[config.mk]
export PLATFORM = sky130hd
export DESIGN_NAME = input_debouncer
export DESIGN_NICKNAME = d
export VERILOG_FILES = /design/src/rtl/input_debouncer.sv
export SDC_FILE = /design/constraint.sdc
export NUM_CORES = 1
export LEC_CHECK = 0
export CORE_MARGIN = 2
export CORE_UTILIZATION = 40
export CTS_CLUSTER_SIZE = 12
export DETAILED_ROUTE_END_ITERATION = 6
export DONT_BUFFER_PORTS = 1
export SYNTH_ARGS = -nofsm -noshare
export SYNTH_HDL_FRONTEND = slang
export SYNTH_SLANG_ARGS = --single-unit
[constraint.sdc]
create_clock -name clk -period 2 [get_ports clk]
set_input_delay 0.1 -clock clk [delete_from_list [all_inputs] [get_ports clk]]
set_output_delay 0.1 -clock clk [all_outputs]
set_load 0.01 [all_outputs]
[src/rtl/input_debouncer.sv]
// Conditions raw switch/button inputs. Each bit is synchronized and debounced with a
// stability counter. Edge pulses and optional auto-repeat pulses are derived from the clean level.
module input_debouncer #(
  parameter int unsigned      WIDTH           = 8,
  parameter int unsigned      SYNC_STAGES     = 2,
  parameter int unsigned      DEBOUNCE_CYCLES = 1_000_000,
  parameter int unsigned      HOLD_CYCLES     = 50_000_000,
  parameter int unsigned      REPEAT_CYCLES   = 10_000_000,
  parameter logic [WIDTH-1:0] RESET_VALUE     = '0,
  parameter logic [WIDTH-1:0] REPEAT_MASK     = '0
) (
  input  logic             clk,
  input  logic             reset,
  input  logic [WIDTH-1:0] rawIn,
  output logic [WIDTH-1:0] stableOut,
  output logic [WIDTH-1:0] risePulse,
  output logic [WIDTH-1:0] fallPulse,
  output logic [WIDTH-1:0] repeatPulse,
  output logic             anyChange
);

  localparam int unsigned CntW   = (DEBOUNCE_CYCLES > 1) ? $clog2(DEBOUNCE_CYCLES) : 1;
  localparam int unsigned RptMax = (HOLD_CYCLES > REPEAT_CYCLES) ? HOLD_CYCLES : REPEAT_CYCLES;
  localparam int unsigned RptW   = (RptMax > 1) ? $clog2(RptMax) : 1;

  localparam logic [CntW-1:0] CntLast    = CntW'(DEBOUNCE_CYCLES - 1);
  localparam logic [RptW-1:0] HoldLast   = RptW'(HOLD_CYCLES - 1);
  localparam logic [RptW-1:0] RepeatLast = RptW'(REPEAT_CYCLES - 1);

  typedef enum logic [1:0] {StIdle, StHold, StRepeat} rptState_e;

  logic [SYNC_STAGES-1:0][WIDTH-1:0] syncQ;
  logic [WIDTH-1:0]                  inSync;

  logic [CntW-1:0]  cntQ [WIDTH];
  logic [CntW-1:0]  cntD [WIDTH];
  logic [WIDTH-1:0] stableD, riseD, fallD;

  rptState_e        stateQ [WIDTH];
  rptState_e        stateD [WIDTH];
  logic [RptW-1:0]  rptQ   [WIDTH];
  logic [RptW-1:0]  rptD   [WIDTH];
  logic [WIDTH-1:0] repeatD;

  assign inSync = syncQ[SYNC_STAGES-1];

  always_ff @(posedge clk) begin
    if (reset) begin
      syncQ <= {SYNC_STAGES{RESET_VALUE}};
    end else begin
      syncQ <= {syncQ[SYNC_STAGES-2:0], rawIn};
    end
  end

  // Any mismatch shorter than DEBOUNCE_CYCLES is dropped because the count restarts at 0.
  always_comb begin
    stableD = stableOut;
    riseD   = '0;
    fallD   = '0;
    for (int unsigned i = 0; i < WIDTH; i++) begin
      cntD[i] = '0;
      if (inSync[i] != stableOut[i]) begin
        if (cntQ[i] == CntLast) begin
          stableD[i] = inSync[i];
          riseD[i]   = inSync[i];
          fallD[i]   = ~inSync[i];
        end else begin
          cntD[i] = cntQ[i] + CntW'(1);
        end
      end
    end
  end

  // Repeat FSM keys off the same-cycle acceptance so the first repeat lands HOLD_CYCLES after
  // the rise edge.
  always_comb begin
    repeatD = '0;
    for (int unsigned i = 0; i < WIDTH; i++) begin
      stateD[i] = stateQ[i];
      rptD[i]   = rptQ[i];
      if (!REPEAT_MASK[i]) begin
        stateD[i] = StIdle;
        rptD[i]   = '0;
      end else begin
        case (stateQ[i])
          StIdle: begin
            if (riseD[i]) begin
              stateD[i] = StHold;
              rptD[i]   = '0;
            end
          end
          StHold: begin
            if (fallD[i]) begin
              stateD[i] = StIdle;
              rptD[i]   = '0;
            end else if (rptQ[i] == HoldLast) begin
              repeatD[i] = 1'b1;
              rptD[i]    = '0;
              stateD[i]  = StRepeat;
            end else begin
              rptD[i] = rptQ[i] + RptW'(1);
            end
          end
          StRepeat: begin
            if (fallD[i]) begin
              stateD[i] = StIdle;
              rptD[i]   = '0;
            end else if (rptQ[i] == RepeatLast) begin
              repeatD[i] = 1'b1;
              rptD[i]    = '0;
            end else begin
              rptD[i] = rptQ[i] + RptW'(1);
            end
          end
          default: begin
            stateD[i] = StIdle;
            rptD[i]   = '0;
          end
        endcase
      end
    end
  end

  always_ff @(posedge clk) begin
    if (reset) begin
      stableOut   <= RESET_VALUE;
      risePulse   <= '0;
      fallPulse   <= '0;
      repeatPulse <= '0;
      anyChange   <= 1'b0;
      for (int unsigned i = 0; i < WIDTH; i++) begin
        cntQ[i]   <= '0;
        rptQ[i]   <= '0;
        stateQ[i] <= StIdle;
      end
    end else begin
      stableOut   <= stableD;
      risePulse   <= riseD;
      fallPulse   <= fallD;
      repeatPulse <= repeatD;
      anyChange   <= |(riseD | fallD);
      for (int unsigned i = 0; i < WIDTH; i++) begin
        cntQ[i]   <= cntD[i];
        rptQ[i]   <= rptD[i];
        stateQ[i] <= stateD[i];
      end
    end
  end

endmodule
Word level (Yosys, flattened, before mapping) --
Memory sizes are Yosys's and may differ from the RTL's. Cells that the tools add are included.
Word-level totals: flip-flop bits (word level) 41, latch bits 0, memory bits (writable) 160, bits in read-only memories 0, output and inout bits 33, word-level logic and storage cells 123, memories kept 1
Cells by class: add/sub/neg operators 8, multiply operators 0, divide/modulo/power cells 0, order comparisons 0, eq/ne operators 16, shifts and indexed selects 0, multiplexer cells 59, bitwise operators 17, reductions and logical operators 9
Memories:
- cntQ | depth 8, bits a word 20, read ports 8, clocked after memory_dff 0, write ports 8, line 35 | logic [CntW-1:0] cntQ [WIDTH];
Operators with widths (number):
- $mux 20 | 24
- $add 20x1->20 const B | 8
- $eq 20x20->1 const B | 8
- $mux 1 | 35
- $reduce_and 2->1 | 8
- $ne 1x1->1 | 8
- $not 1->1 | 8
- $or 1x1->1 | 8
- $or 8x8->8 | 1
- $reduce_or 8->1 | 1

Depth between registers and ports, before layout --
An unclocked memory read counts as a cell.
depth after elaboration 6, depth in mapped cells 7, mapped depth without buffers 5

Least setup slack after synthesis --
OpenSTA, ideal clock, no wires.
path type reg-to-reg, start mem cntQ[0][0] (netlist bit), end mem cntQ[0][18] (netlist bit), setup time 0.073 ns, data arrival time 1.969 ns, data required time 1.927 ns, slack -0.041 ns, stages on the path, launching flop included 7, path buffers 1, path through dfxtp_1 -> ha_1 -> nand3_1 -> or4_1 -> clkbuf_1 -> or4_1 -> a21oi_1
RTL lines (line):
- start, declared | 35

==> impl_results.md <==
- Core ar.: about 22000 sq um
- Initial Utilization: 0.404
- Multi-input gate area: 4500 sq um
- Setup Skew: 0.00682 ns
- Hold slack: 0.271 ns
- Design area: 10400 sq um
- Tmin final: ~2.0 ns
- Synth Area in XOR/XNOR: 0.0962
- CP Max Fanout: 5
- Arr. time, crit path: 2.41 ns
- Share of the synthesized area in the top cell type: 0.461
- Delay-heaviest family, CP: simple AND/OR/NAND/NOR gates
- Initial antenna violation count: 0
- F_max: around 0.50 GHz
- Synth warn: 0
- Row count: between 50 and 60
- Top Ports: between 40 and 50
- Cell taking the most area after synthesis: dfxtp_1
- Hold depth: 2
- Worst vdd ir: roughly 0.73 mV
- Critical path type: reg2reg
- Pleak: between 3 and 4 nW
- Count of input and output buffers: 0
- Synth cell types: 52
- Run status: complete, no violations
- Mux share of post-synthesis cell area: 0
- Die Span Y: roughly 150 um
- Setup Viol. Count Final: 0
- WP data required: approximately 2.4 ns
- Worst Setup End Kind: flip-flop
- Die area: around 23000 sq um
- Largest net degree at the start of global routing: 50
- DR WL/cell: 13.1 um
- Vias in the first global route: roughly 6500
- Slowest cell on crit path: or4_4
- CTS Buffer Depth: 3
- Die width: between 150 and 200 um
- Vias per inst: between 5 and 6
- Total vias in the final route: ~7000
- Mapped cell area: between 8000 and 9000 sq um
- CP Depth: 4
- Simple-Gate Fraction of Synth Area: 0.305
- Finished Layout Cells: around 1300
- Placed Cells incl. Taps: 1298
- Detailed Place HPWL: 12.3 mm
- Register area: between 4000 and 5000 sq um
- Seq/Total Area, Yosys: 0.461
- Power density over the cells: around 780 nW/um^2
- Routability Congestion: ~0.78
- Worst-path clk slew: 0.06 ns
- RSZ-0062 raised after global routing: true
- Hold WC Path Type: in2reg
- Synth Area in Adders: 0.0115
- GRT overflow: 0
- Sinks on Clock Net: ~200
- Synthesized flop and latch total: about 200
- Area Overhead vs Synth: 18.8%
- DRT antenna net count: 0
- CTS tree: yes
- Total CTS buffers: 22
- Compound-Gate Fraction of Synth Area: 0.0934
- # nets final: between 1000 and 1500
- Avg Cell Area, Syn: around 8.9 sq um
- Buffers & Inverters on Critical Path: 0
- Final Hold Vio Count: 0
- Max-cap violations: 0
- CP max stage delay: roughly 0.6 ns
- Initial DRT Pass Iterations: 5
- # fillers: approximately 2100
- # diodes: 0
- First-pass GRT wire length: 30.3 mm
- Final Cycle Share: 0.991
- Post-Route WL: about 18 mm
- Max-slew violations: 0
- DRC viols: 0
- DP Area: 9500 sq um
- Worst setup SP type: flip-flop
- Share of post-route cells with drive strength above 1: 0.136
- Clk_lat worst skew: around 0.5 ns
- Worst r2r path cells: 4
- Clock root cell: clkbuf_16
- Total GRT Usage: 0.158
- Mapped Cells: between 900 and 1000
- Largest family of logic cells by synthesized area: simple AND/OR/NAND/NOR gates
- CP cell instances: or4b_4 -> or4_4 -> or3_1 -> a21oi_2
- TNS Setup: 0 ns
- Share of flip-flops with an asynchronous set or reset: 0
- Initial drt markers: ~170
- Top FF cell, synth: dfxtp_1
- H-tree depth: 1
- Area contributors post-synth: dfxtp_1, xnor2_1, nor2_1
- Number of synthesized flops with an enable pin: 0
## path summary, 6_finish.rpt
kind | from | end | slack (ns)
setup reg to reg | cntQ[0][53]$_SDFF_PP0_ | stableOut[2]$_SDFFE_PP0P_ | 0.02
hold / removal | rawIn[3] | syncQ[3]$_SDFF_PP0_ | 0.27
setup / recovery | cntQ[0][53]$_SDFF_PP0_ | stableOut[2]$_SDFFE_PP0P_ | 0.02
hold reg to reg | syncQ[1]$_SDFF_PP0_ | inSync[1]$_SDFF_PP0_ | 0.43
## routing by layer
metal,vias to the layer above,wire (um),track usage
li1,3656,-,-
met1,3197,8730,0.213
met2,93,7890,0.259
met3,25,653,0.0299
met4,0,388,0.0412
met5,-,0,0
## cell usage after synthesis (4+ instances only)
library cell / n
nand4_1: 39
and3_1: 17
a21oi_1: 63
nor4b_1: 18
and4_1: 12
ha_1: 8
and2_1: 12
o31ai_1: 19
xnor2_1: 58
or4_1: 28
nor3_1: 12
dfxtp_1: 201
o21ai_1: 6
nand3_1: 52
or3_1: 44
clkbuf_1: 23
nand2_1: 50
xor2_1: 38
or4b_1: 4
nor2b_1: 20
buf_4: 9
inv_1: 29
nor2_1: 112
o21ai_0: 43
nor4bb_1: 5
or2_2: 10
nor4_1: 15
## stage by stage
step / util / setup slack (ns) / power, mW
2_1_floorplan: - / -0.00356 / 4.20
3_3_place_gp: 0.440 / -0.0357 / 4.21
3_5_place_dp: 0.440 / -0.0638 / 4.21
4_1_cts: 0.478 / 0.0141 / 8.20
5_1_grt: 0.480 / -0.0470 / 8.38
6_report: 0.480 / 0.0171 / 8.08
## flip-flops by register name, indices dropped and copies added (netlist names)
| signal | flops |
|---|---|
| cntQ | 160 |
| anyChange | 1 |
| risePulse | 8 |
| stableOut | 8 |
| syncQ | 8 |
| fallPulse | 8 |
| inSync | 8 |
## cell families (layout without fill, tap and decap cells)
logic type | Yosys count | in the layout
fa+ha+maj | 8 | 8
flops | 201 | 201
buf+inv | 64 | 146
xor+xnor | 96 | 96
other cells | 1 | 8
simple gates | 467 | 467
compound gates | 141 | 141
## power breakdown
part | total (mW) | leakage, nW | internal [mW] | switching, mW
Combinational | 0.118 | 1.24 | 0.0498 | 0.0681
Clock | 3.92 | 0.355 | 2.39 | 1.54
Sequential | 4.04 | 1.63 | 4.02 | 0.0145
Total | 8.08 | 3.22 | 6.46 | 1.62
## cell usage in the layout (no fill, tap or decap), types with 5 or more instances in the layout
cell / Yosys / layout
o21ai_1: 6 / 5
conb_1: 1 / 8
xor2_1: 38 / 38
clkbuf_1: 23 / 5
ha_1: 8 / 7
nand4_1: 39 / 39
nor4b_1: 18 / 18
and2_1: 12 / 12
dlygate4sd3_1: 0 / 9
nor4_1: 15 / 15
nor2_1: 112 / 112
and4_1: 12 / 12
or4_4: 1 / 6
xnor2_1: 58 / 58
nand3_1: 52 / 51
or2_2: 10 / 10
clkbuf_16: 0 / 23
a21oi_1: 63 / 62
o31ai_1: 19 / 19
nor3_1: 12 / 12
dfxtp_1: 201 / 195
nor2b_1: 20 / 20
and3_1: 17 / 17
dfxtp_2: 0 / 6
or3_1: 44 / 44
nand2_1: 50 / 50
buf_4: 9 / 66
o21ai_0: 43 / 43
clkbuf_8: 0 / 8
inv_1: 29 / 29
nor4bb_1: 5 / 5
or4_1: 28 / 23
## final cells by class
type	count	share of cell area
clock buffer	36	0.0679
clock inverter	2	0.000965
inverter	29	0.0105
multi-input combinational	720	0.434
sequential	201	0.388
tap	280	0.0338
timing repair buffer	79	0.0649
## worst reg2reg max path, cell delays in order (launching register included)
cell	delay [ns]
dfxtp_2	0.31
or4b_4	0.52
or4_4	0.60
or3_1	0.35
a21oi_2	0.13
## what timing repair did
| action | CTS | global route |
|---|---|---|
| setup endpoints to repair | 4 | 23 |
| gates resized for setup | 1 | 11 |
| setup buffers | 0 | 1 |
| pin swaps | 0 | 6 |
| hold endpoints to repair | 131 | 0 |
| hold buffers | 10 | 0 |
Power figures use the tool's default switching activity.
